### src/rtl/cim_banked_mem_ctrl.sv
// cim_banked_mem_ctrl
//   Access controller for the CiM banked SRAMs. A flat word address is split
//   into NUM_BANKS banks of BANK_DEPTH words. The controller sequences single
//   and double (two consecutive words) reads and writes, including doubles
//   that straddle a bank boundary. It also tracks the bank read latency and
//   flags out-of-range requests.
// Ports
//   clk_i, rst_ni            clock, asynchronous active-low reset
//   req_*_i / req_ready_o    request handshake (addr, write, width, wdata)
//   rsp_valid_o              one-cycle completion pulse
//   rsp_rdata_o, rsp_err_o   read data and error flag (held until next pulse)
//   bank_*_o                 registered one-hot bank enable, we, addr, wdata
//   bank_rdata_i             per-bank read words, bank b at [b*DATA_W +: DATA_W]
module cim_banked_mem_ctrl #(
   parameter  int NUM_BANKS  = 4,
   parameter  int BANK_DEPTH = 14336,
   parameter  int DATA_W     = 9,
   parameter  int RD_LAT     = 1,
   localparam int ADDR_W     = $clog2(NUM_BANKS*BANK_DEPTH),
   localparam int BANK_AW    = $clog2(BANK_DEPTH)
) (
   input  logic                          clk_i,
   input  logic                          rst_ni,
   input  logic                          req_valid_i,
   output logic                          req_ready_o,
   input  logic                          req_write_i,
   input  logic                          req_width_i,
   input  logic [ADDR_W-1:0]             req_addr_i,
   input  logic [2*DATA_W-1:0]           req_wdata_i,
   output logic                          rsp_valid_o,
   output logic [2*DATA_W-1:0]           rsp_rdata_o,
   output logic                          rsp_err_o,
   output logic [NUM_BANKS-1:0]          bank_en_o,
   output logic                          bank_we_o,
   output logic [BANK_AW-1:0]            bank_addr_o,
   output logic [DATA_W-1:0]             bank_wdata_o,
   input  logic [NUM_BANKS*DATA_W-1:0]   bank_rdata_i
);
   localparam int TOTAL = NUM_BANKS*BANK_DEPTH;
   localparam int BW    = (NUM_BANKS > 1) ? $clog2(NUM_BANKS) : 1;

   typedef enum logic [2:0] {IDLE, ISSUE_LO, ISSUE_HI, WAIT, RESP} state_t;
   state_t state_q, state_d;

   logic                   wr_q, dbl_q;
   logic [BW-1:0]          hi_bank_q, cur_bank_q, cur_bank_d;
   logic [BANK_AW-1:0]     hi_off_q;
   logic [DATA_W-1:0]      wdata_hi_q;
   logic [2*DATA_W-1:0]    dat_q, dat_d;
   logic [NUM_BANKS-1:0]   bank_en_q, bank_en_d;
   logic                   bank_we_q, bank_we_d;
   logic [BANK_AW-1:0]     bank_addr_q, bank_addr_d;
   logic [DATA_W-1:0]      bank_wdata_q, bank_wdata_d;
   logic [2*DATA_W-1:0]    rsp_rdata_q;
   logic                   rsp_err_q;
   logic [RD_LAT-1:0]      tag_vld_q, tag_hi_q;
   logic [RD_LAT-1:0][BW-1:0] tag_bank_q;

   logic                   accept, oob, tag_busy, push, ret;
   logic [31:0]            addr32;
   logic [BW-1:0]          lo_bank, hi_bank;
   logic [BANK_AW-1:0]     lo_off, hi_off;
   logic [DATA_W-1:0]      ret_word;

   assign accept      = req_valid_i & (state_q == IDLE);
   assign req_ready_o = (state_q == IDLE) & rst_ni;
   assign rsp_valid_o = (state_q == RESP);
   assign rsp_rdata_o = rsp_rdata_q;
   assign rsp_err_o   = rsp_err_q;
   assign bank_en_o   = bank_en_q;
   assign bank_we_o   = bank_we_q;
   assign bank_addr_o = bank_addr_q;
   assign bank_wdata_o = bank_wdata_q;

   // Address decode: compare chain against bank base addresses (no divider).
   always_comb begin
      addr32  = 32'(req_addr_i);
      lo_bank = '0;
      lo_off  = '0;
      for (int b = 0; b < NUM_BANKS; b++) begin
         if (addr32 >= 32'(b*BANK_DEPTH)) begin
            lo_bank = BW'(b);
            lo_off  = BANK_AW'(addr32 - 32'(b*BANK_DEPTH));
         end
      end
      // hi word rolls into the next bank when lo sits on the last row
      if (lo_off == BANK_AW'(BANK_DEPTH-1)) begin
         hi_bank = lo_bank + BW'(1);
         hi_off  = '0;
      end else begin
         hi_bank = lo_bank;
         hi_off  = lo_off + BANK_AW'(1);
      end
      oob = (addr32 >= 32'(TOTAL)) || (req_width_i && (addr32 == 32'(TOTAL-1)));
   end

   // Any read still in flight other than the one retiring this cycle.
   always_comb begin
      tag_busy = 1'b0;
      for (int i = 0; i < RD_LAT-1; i++) tag_busy = tag_busy | tag_vld_q[i];
   end

   assign push = ((state_q == ISSUE_LO) || (state_q == ISSUE_HI)) && !wr_q;
   assign ret  = tag_vld_q[RD_LAT-1];

   always_comb begin
      ret_word = '0;
      for (int b = 0; b < NUM_BANKS; b++)
         if (tag_bank_q[RD_LAT-1] == BW'(b)) ret_word = bank_rdata_i[b*DATA_W +: DATA_W];
   end

   // Next state, next bank-port values and captured read data.
   always_comb begin
      state_d      = state_q;
      bank_en_d    = '0;
      bank_we_d    = 1'b0;
      bank_addr_d  = '0;
      bank_wdata_d = '0;
      cur_bank_d   = cur_bank_q;
      dat_d        = dat_q;
      if (ret) begin
         if (tag_hi_q[RD_LAT-1]) dat_d[2*DATA_W-1:DATA_W] = ret_word;
         else                    dat_d[DATA_W-1:0]        = ret_word;
      end
      case (state_q)
         IDLE: if (req_valid_i) begin
            dat_d = '0;
            if (oob) state_d = RESP;
            else begin
               state_d      = ISSUE_LO;
               bank_en_d    = NUM_BANKS'(1) << lo_bank;
               bank_we_d    = req_write_i;
               bank_addr_d  = lo_off;
               bank_wdata_d = req_wdata_i[DATA_W-1:0];
               cur_bank_d   = lo_bank;
            end
         end
         ISSUE_LO: begin
            if (dbl_q) begin
               state_d      = ISSUE_HI;
               bank_en_d    = NUM_BANKS'(1) << hi_bank_q;
               bank_we_d    = wr_q;
               bank_addr_d  = hi_off_q;
               bank_wdata_d = wdata_hi_q;
               cur_bank_d   = hi_bank_q;
            end else state_d = wr_q ? RESP : WAIT;
         end
         ISSUE_HI: state_d = wr_q ? RESP : WAIT;
         WAIT:     if (!tag_busy) state_d = RESP;
         RESP:     state_d = IDLE;
         default:  state_d = IDLE;
      endcase
   end

   always_ff @(posedge clk_i or negedge rst_ni) begin
      if (!rst_ni) begin
         state_q      <= IDLE;
         wr_q         <= 1'b0;
         dbl_q        <= 1'b0;
         hi_bank_q    <= '0;
         hi_off_q     <= '0;
         wdata_hi_q   <= '0;
         cur_bank_q   <= '0;
         dat_q        <= '0;
         bank_en_q    <= '0;
         bank_we_q    <= 1'b0;
         bank_addr_q  <= '0;
         bank_wdata_q <= '0;
         rsp_rdata_q  <= '0;
         rsp_err_q    <= 1'b0;
         tag_vld_q    <= '0;
         tag_hi_q     <= '0;
         tag_bank_q   <= '0;
      end else begin
         state_q      <= state_d;
         dat_q        <= dat_d;
         cur_bank_q   <= cur_bank_d;
         bank_en_q    <= bank_en_d;
         bank_we_q    <= bank_we_d;
         bank_addr_q  <= bank_addr_d;
         bank_wdata_q <= bank_wdata_d;
         if (accept) begin
            wr_q       <= req_write_i;
            dbl_q      <= req_width_i;
            hi_bank_q  <= hi_bank;
            hi_off_q   <= hi_off;
            wdata_hi_q <= req_wdata_i[2*DATA_W-1:DATA_W];
         end
         for (int i = RD_LAT-1; i > 0; i--) begin
            tag_vld_q[i]  <= tag_vld_q[i-1];
            tag_hi_q[i]   <= tag_hi_q[i-1];
            tag_bank_q[i] <= tag_bank_q[i-1];
         end
         tag_vld_q[0]  <= push;
         tag_hi_q[0]   <= (state_q == ISSUE_HI);
         tag_bank_q[0] <= cur_bank_q;
         // Response registers load on entry to RESP so they are stable
         // during the pulse and hold afterwards.
         if (state_d == RESP) begin
            rsp_err_q   <= (state_q == IDLE);
            rsp_rdata_q <= ((state_q == IDLE) || wr_q) ? '0 : dat_d;
         end
      end
   end
endmodule

### config.mk
export PLATFORM = sky130hd
export DESIGN_NAME = cim_banked_mem_ctrl
export DESIGN_NICKNAME = d
export VERILOG_FILES = /design/src/rtl/cim_banked_mem_ctrl.sv
export SDC_FILE = /design/constraint.sdc
export NUM_CORES = 1
export LEC_CHECK = 0
export ABC_CLOCK_PERIOD_IN_PS = 2400
export CAP_MARGIN = 20
export CORE_MARGIN = 2
export CORE_UTILIZATION = 50
export CTS_CLUSTER_DIAMETER = 60
export DETAILED_ROUTE_END_ITERATION = 10
export GPL_ROUTABILITY_DRIVEN = 0
export PLACE_DENSITY = 0.81
export REMOVE_ABC_BUFFERS = 1
export SYNTH_ARGS = -nofsm -noshare
export SYNTH_HDL_FRONTEND = slang
export SYNTH_SLANG_ARGS = --single-unit
export TNS_END_PERCENT = 5
### constraint.sdc
create_clock -name clk_i -period 2.4 [get_ports clk_i]
set_input_delay 0.72 -clock clk_i [delete_from_list [all_inputs] [get_ports clk_i]]
set_output_delay 0.72 -clock clk_i [all_outputs]
set_load 0.01 [all_outputs]
Word-level counts from Yosys, hierarchy flattened

Cells that the tools add are included.

Bits in registers: 101
Output and inout port bits: 49

Add/subtract/negate cells: 5
$lt $le $gt $ge: 4
Eq/ne operators: 13
Shifts and indexed selects: 2
Muxes and demuxes: 43
Bitwise operators: 2
Reductions and logical operators: 10

Operators by type and width:

| cell                                                                                  | number |
|---|---|
| 14-bit two-way mux                                                                    | 7 |
| 9-bit two-way mux                                                                     | 9 |
| 18-bit two-way mux                                                                    | 4 |
| 14-bit subtractor, second input constant                                              | 3 |
| 16-bit greater-or-equal comparator, second input constant                             | 2 |
| 14-bit case mux with 2 select lines                                                   | 1 |
| 9-bit case mux with 2 select lines                                                    | 1 |
| 16-bit equality test, second input constant                                           | 1 |
| 16-bit by 14-bit greater-or-equal comparator with 1-bit output, second input constant | 1 |
| 16-bit by 15-bit greater-or-equal comparator with 1-bit output, second input constant | 1 |
| 14-bit by 1-bit adder with 14-bit output, second input constant                       | 1 |
| 14-bit equality test, second input constant                                           | 1 |
| 2-bit two-way mux                                                                     | 6 |
| 3-bit two-way mux                                                                     | 4 |
| 4-bit two-way mux                                                                     | 3 |
| 3-bit case mux with 4 select lines                                                    | 1 |
| 4-bit case mux with 2 select lines                                                    | 1 |
| 1-bit by 2-bit left shift with 4-bit output, first input constant                     | 2 |
| 3-bit by 2-bit equality test with 1-bit output, second input constant                 | 2 |
| 3-bit equality test, second input constant                                            | 2 |
| 2-bit inequality test, second input constant                                          | 3 |
| 2-bit equality test, second input constant                                            | 2 |
| 1-bit two-way mux                                                                     | 4 |
| 2-bit case mux with 2 select lines                                                    | 1 |
| 12 further kinds                                                                      | 16 |

Depth between registers and ports, before layout

Depth after elaboration: 10
Mapped depth: 11
Gate-level depth less buffers: 10

Least setup slack after synthesis

Ideal clock, no wire load.

Path type: input port to flip-flop
From: input port req_addr_i[2]
To: register hi_bank_q[1]
Library setup time: 134 ps
Arrival time: 2668 ps
Path slack: -402 ps
Cell stages on the path: 8
Path buffers: 1
Cell sequence: buf_2 > or4_4 > nor3_2 > a41oi_2 > and2_1 > ha_1 > nor4_1 > o31ai_1

Cells in the longest elaborated chain, start to end: 6
Elaborated cells on any way between the ends: 15

RTL lines:

| what                                                                                                       | line   | source |
|---|---|---|
| start: declaration                                                                                         | 28     | `input logic [ADDR_W-1:0] req_addr_i,` |
| 14-bit subtractor / 16-bit by 14-bit greater-or-equal comparator with 1-bit output (equally long branches) | 83, 81 |  |
| 14-bit two-way mux / 1-bit two-way mux (equally long branches)                                             | 81     | `if (addr32 >= 32'(b*BANK_DEPTH)) begin` |
| 14-bit two-way mux / 2-bit two-way mux (equally long branches) (2 in a row)                                | 81     |  |
| 14-bit equality test / 2-bit by 1-bit adder with 2-bit output (equally long branches)                      | 87, 88 |  |
| 2-bit two-way mux *                                                                                        | 87     | `if (lo_off == BANK_AW'(BANK_DEPTH-1)) begin` |
| end signal: assignment                                                                                     | 185    | `hi_bank_q <= hi_bank;` |
| end: declaration                                                                                           | 46     | `logic [BW-1:0] hi_bank_q, cur_bank_q, cur_bank_d;` |

Every way passes the cells marked *; elsewhere a longest branch is shown, timed or not.
A chain may end at the register's enable or synchronous reset.

Worst setup path in the final report

From: input port req_addr_i[10]
To: register hi_bank_q[1]

Same word-level chain as after synthesis.

==> impl_metrics.ini <==
[route]
drt-initial-drc-count = 332
drc_errors = 0
vias = 4629
drt-total-wl_microns = 15400
viasPerCell = 5.85
wl_per_cell_microns = 19.4
dr.pass1.iters = 5
final_antenna_net_count = 0

[yosys]
synthArstFlopShare = 1.00
synth_edf_count = 0
synthFlopType = dfrtp_1
synth.cell_area_sq_um = 5060
yosysWarnings = 0
netlist_instances = 463
ys_ff_latch = 101
yosysTopAreaCellShare = 0.500
synthTopCellsByArea = dfrtp_1, nand2_1, o41ai_2, a22o_1, mux4_2
syn_area_per_cell_sq_um = 10.9
yosysUniqueCellTypes = 54
synth_largest_area_cell = dfrtp_1
yosysSeqAreaShare = 0.500

[sta]
setup_viol = 30
setup_slack_ps = -108
max_freq_mhz = 399
hold_viol = 0
fin_skew_ps = 12.1
period_share = 1.04
post-route-min-period_ps = 2510
maxSlewHeadroom = 0.559
timing_max_transition_violations_final = 0
rsz0062_at_grt = true
worstMarginPinSlew_ps = 662

[final_layout]
post_route_cells_drive_above_1_share = 0.319
stdcell_count = 791
antennaDiodeCount = 0
post-route-util = 0.781
nFillCells = 583
final_area_sq_um = 7640
multi_input_area_sq_um = 2660
layout.nets = 742
syn_to_final_growth_pct = 51.1
ff_latch_area_sq_um = 2530

[pwr]
switchingPower_mw = 2.81
peakVddDrop_mv = 0.560
p_clk_frac = 0.152
p_sw_frac = 0.376
power_frac_seq = 0.372
pwr_density_cell_nw_per_um2 = 979
combPwrFrac = 0.476
leakage_nw = 3.54
p_total_mw = 7.47
p_int_mw = 4.66

[setup_path]
start_kind = input pin
cp_slowest_cell = or4_4
cpLargestDelayFamily = simple AND/OR/NAND/NOR gates
critPathBufInv = 3
cpMostUsedCell = buf_6
crit_fanout = 6
rrSetupSlack_ps = 460
cp_slowest_stage_delay_ps = 540
cp.required_ps = 2630
worstSetupPathType = input pin to flop
cp_cell_sequence = buf_6, or4_4, buf_6, nor3_4, a41o_1, o21ai_2, buf_6, and3_4, a31oi_4, o31ai_2
critPathCaptureType = flop
critPathArrivalTime_ps = 2740

[cts]
clkLatencyLatePin_ps = 370
root_buffer = clkbuf_8
cts_tree = yes
hold_buffers = 0
htreeDepth = 3
cts_buffers = 9
clock_path_buffers = 2
path_clk_slew_ps = 80
cts_sinks = 101

[place]
dpl_cell_area_sq_um = 6800
dp_cells = 748
port_buffers = 123
dpl.hpwl_microns = 9310

[floorplan]
die_area_sq_um = 10900
ios = 124
core-area_sq_um = 9770
initial_core_util = 0.517
die_h_microns = 105
dieWidth_microns = 105
row_count = 36

[global_route]
grt_pass1_wl_microns = 24500
grt_pass1_vias = 4661
grt_max_degree = 53
grt_overflow = 0
antenna_found_initial = 0
grt_use_total = 0.282

[hold_path]
hp-class = flop to flop

[run_status]
violations = negative setup slack
status = complete, but fails checks

[job]
maxCapViolations = 0
synth_stat cells, drive strengths merged, types with 4 or more instances:
cell	n
mux4	9
nor4	6
dfrtp	101
ha	13
nand2	86
a22o	24
buf	10
o31ai	10
and2	5
a21oi	7
o21ai	16
xor2	4
mux2i	18
nor3	9
o41ai	19
nor2	31
clkbuf	22
a31oi	4
nand3	12
nand2b	4
xnor2	7
inv	10
and3	6
cell families (layout without fill, tap and decap cells):
| family | Yosys count | count (layout) | synth area share |
|---|---|---|---|
| flip-flops | 101 | 101 | 0.500 |
| adder cells (fa/ha/maj) | 13 | 13 | 0.0322 |
| AO/OA/AOI/OAI | 97 | 97 | 0.180 |
| XOR/XNOR | 11 | 11 | 0.0191 |
| multiplexers | 27 | 27 | 0.0757 |
| AND/OR/NAND/NOR | 172 | 172 | 0.157 |
| buffers and inverters | 42 | 237 | 0.0366 |
registers in the layout, summed over array words and instances (netlist names):
register and cells:
state_q 3, rsp_err_o 1, bank_en_o 4, tag_bank_q 2
bank_wdata_o 9, tag_hi_q 1, hi_off_q 14, bank_we_o 1
hi_bank_q 2, wr_q 1, ret 1, dbl_q 1
bank_addr_o 14, cur_bank_q 2, wdata_hi_q 9, rsp_rdata_o 18
dat_q 18
routing by layer:
layer  global-route usage  share of wire
met5                    0              0
met1                0.346           0.38
met2                0.501           0.53
met3               0.0624          0.069
met4               0.0782          0.028
power by group through the flow:
stage	Clock, mW	Combinational [mW]	Sequential, mW
floorplan	0	1.51	2.81
global placement	0	2.86	2.75
detailed placement	0	2.97	2.78
CTS	1.13	3.46	2.77
global route	1.22	3.79	2.87
finish	1.13	3.56	2.78
worst register-to-register path, delay by kind of cell, from the launching register on:
family	cells	cell delay, ps
buffers and inverters	7	890
and+or+nand+nor	4	520
DFF	1	470
cell type report:
cell class              count  share of cell area
clock buffers              12              0.0216
clock inverters             3             0.00573
inverters                  10             0.00491
multi-input cells         320               0.348
flip-flops and latches    101               0.331
well taps                 133              0.0218
repair buffers            212               0.266
path summary, 6_finish.rpt:
path	start	cells after the start	to
setup / recovery	req_addr_i[10]	10	hi_bank_q[1]
min in group asynchronous	rst_ni	2	bank_addr_o[1]
max in group asynchronous	rst_ni	3	state_q[2]
hold reg to reg	cur_bank_q[1]	0	tag_bank_q[1]
setup reg to reg	state_q[2]	11	rsp_err_o
hold / removal	cur_bank_q[1]	0	tag_bank_q[1]
cell usage in the layout, fill, tap and decap left out, types with 3 or more instances in the layout:
cell type / count
ha_1: 9
clkbuf_8: 12
o31ai_1: 5
a22o_1: 24
a21oi_1: 6
buf_16: 4
xor2_1: 4
nor3_1: 5
nand2b_1: 4
xnor2_1: 7
mux2i_1: 18
and3_1: 5
dlygate4sd2_1: 4
clkdlybuf4s50_1: 105
and2_4: 3
nor2_1: 28
ha_2: 3
clkdlybuf4s15_1: 3
o31ai_2: 5
nand2_2: 13
dfrtp_1: 99
buf_4: 68
o21ai_0: 12
buf_2: 5
nand2_1: 73
buf_6: 19
mux4_2: 9
nand3_1: 10
nor2_2: 3
nor4_2: 4
o41ai_2: 18
inv_1: 9
through the flow:
step | setup slack, ps | hold slack (ps) | TNS [ps]
final | -108 | 384 | -1650
after global routing | -187 | 397 | -2920
after CTS | -80.0 | 383 | -602
after detailed placement | -844 | 365 | -42770
after global placement | -800 | 364 | -39470
after floorplan | -842 | 354 | -27100
repair_timing:
action / CTS / global route
buffers inserted: 23 / 2
gates cloned: 4 / 0
gates resized for setup: 112 / 23
setup endpoints to repair: 63 / 37
pin swaps: 49 / 11
(Power assumes the default switching activity.)
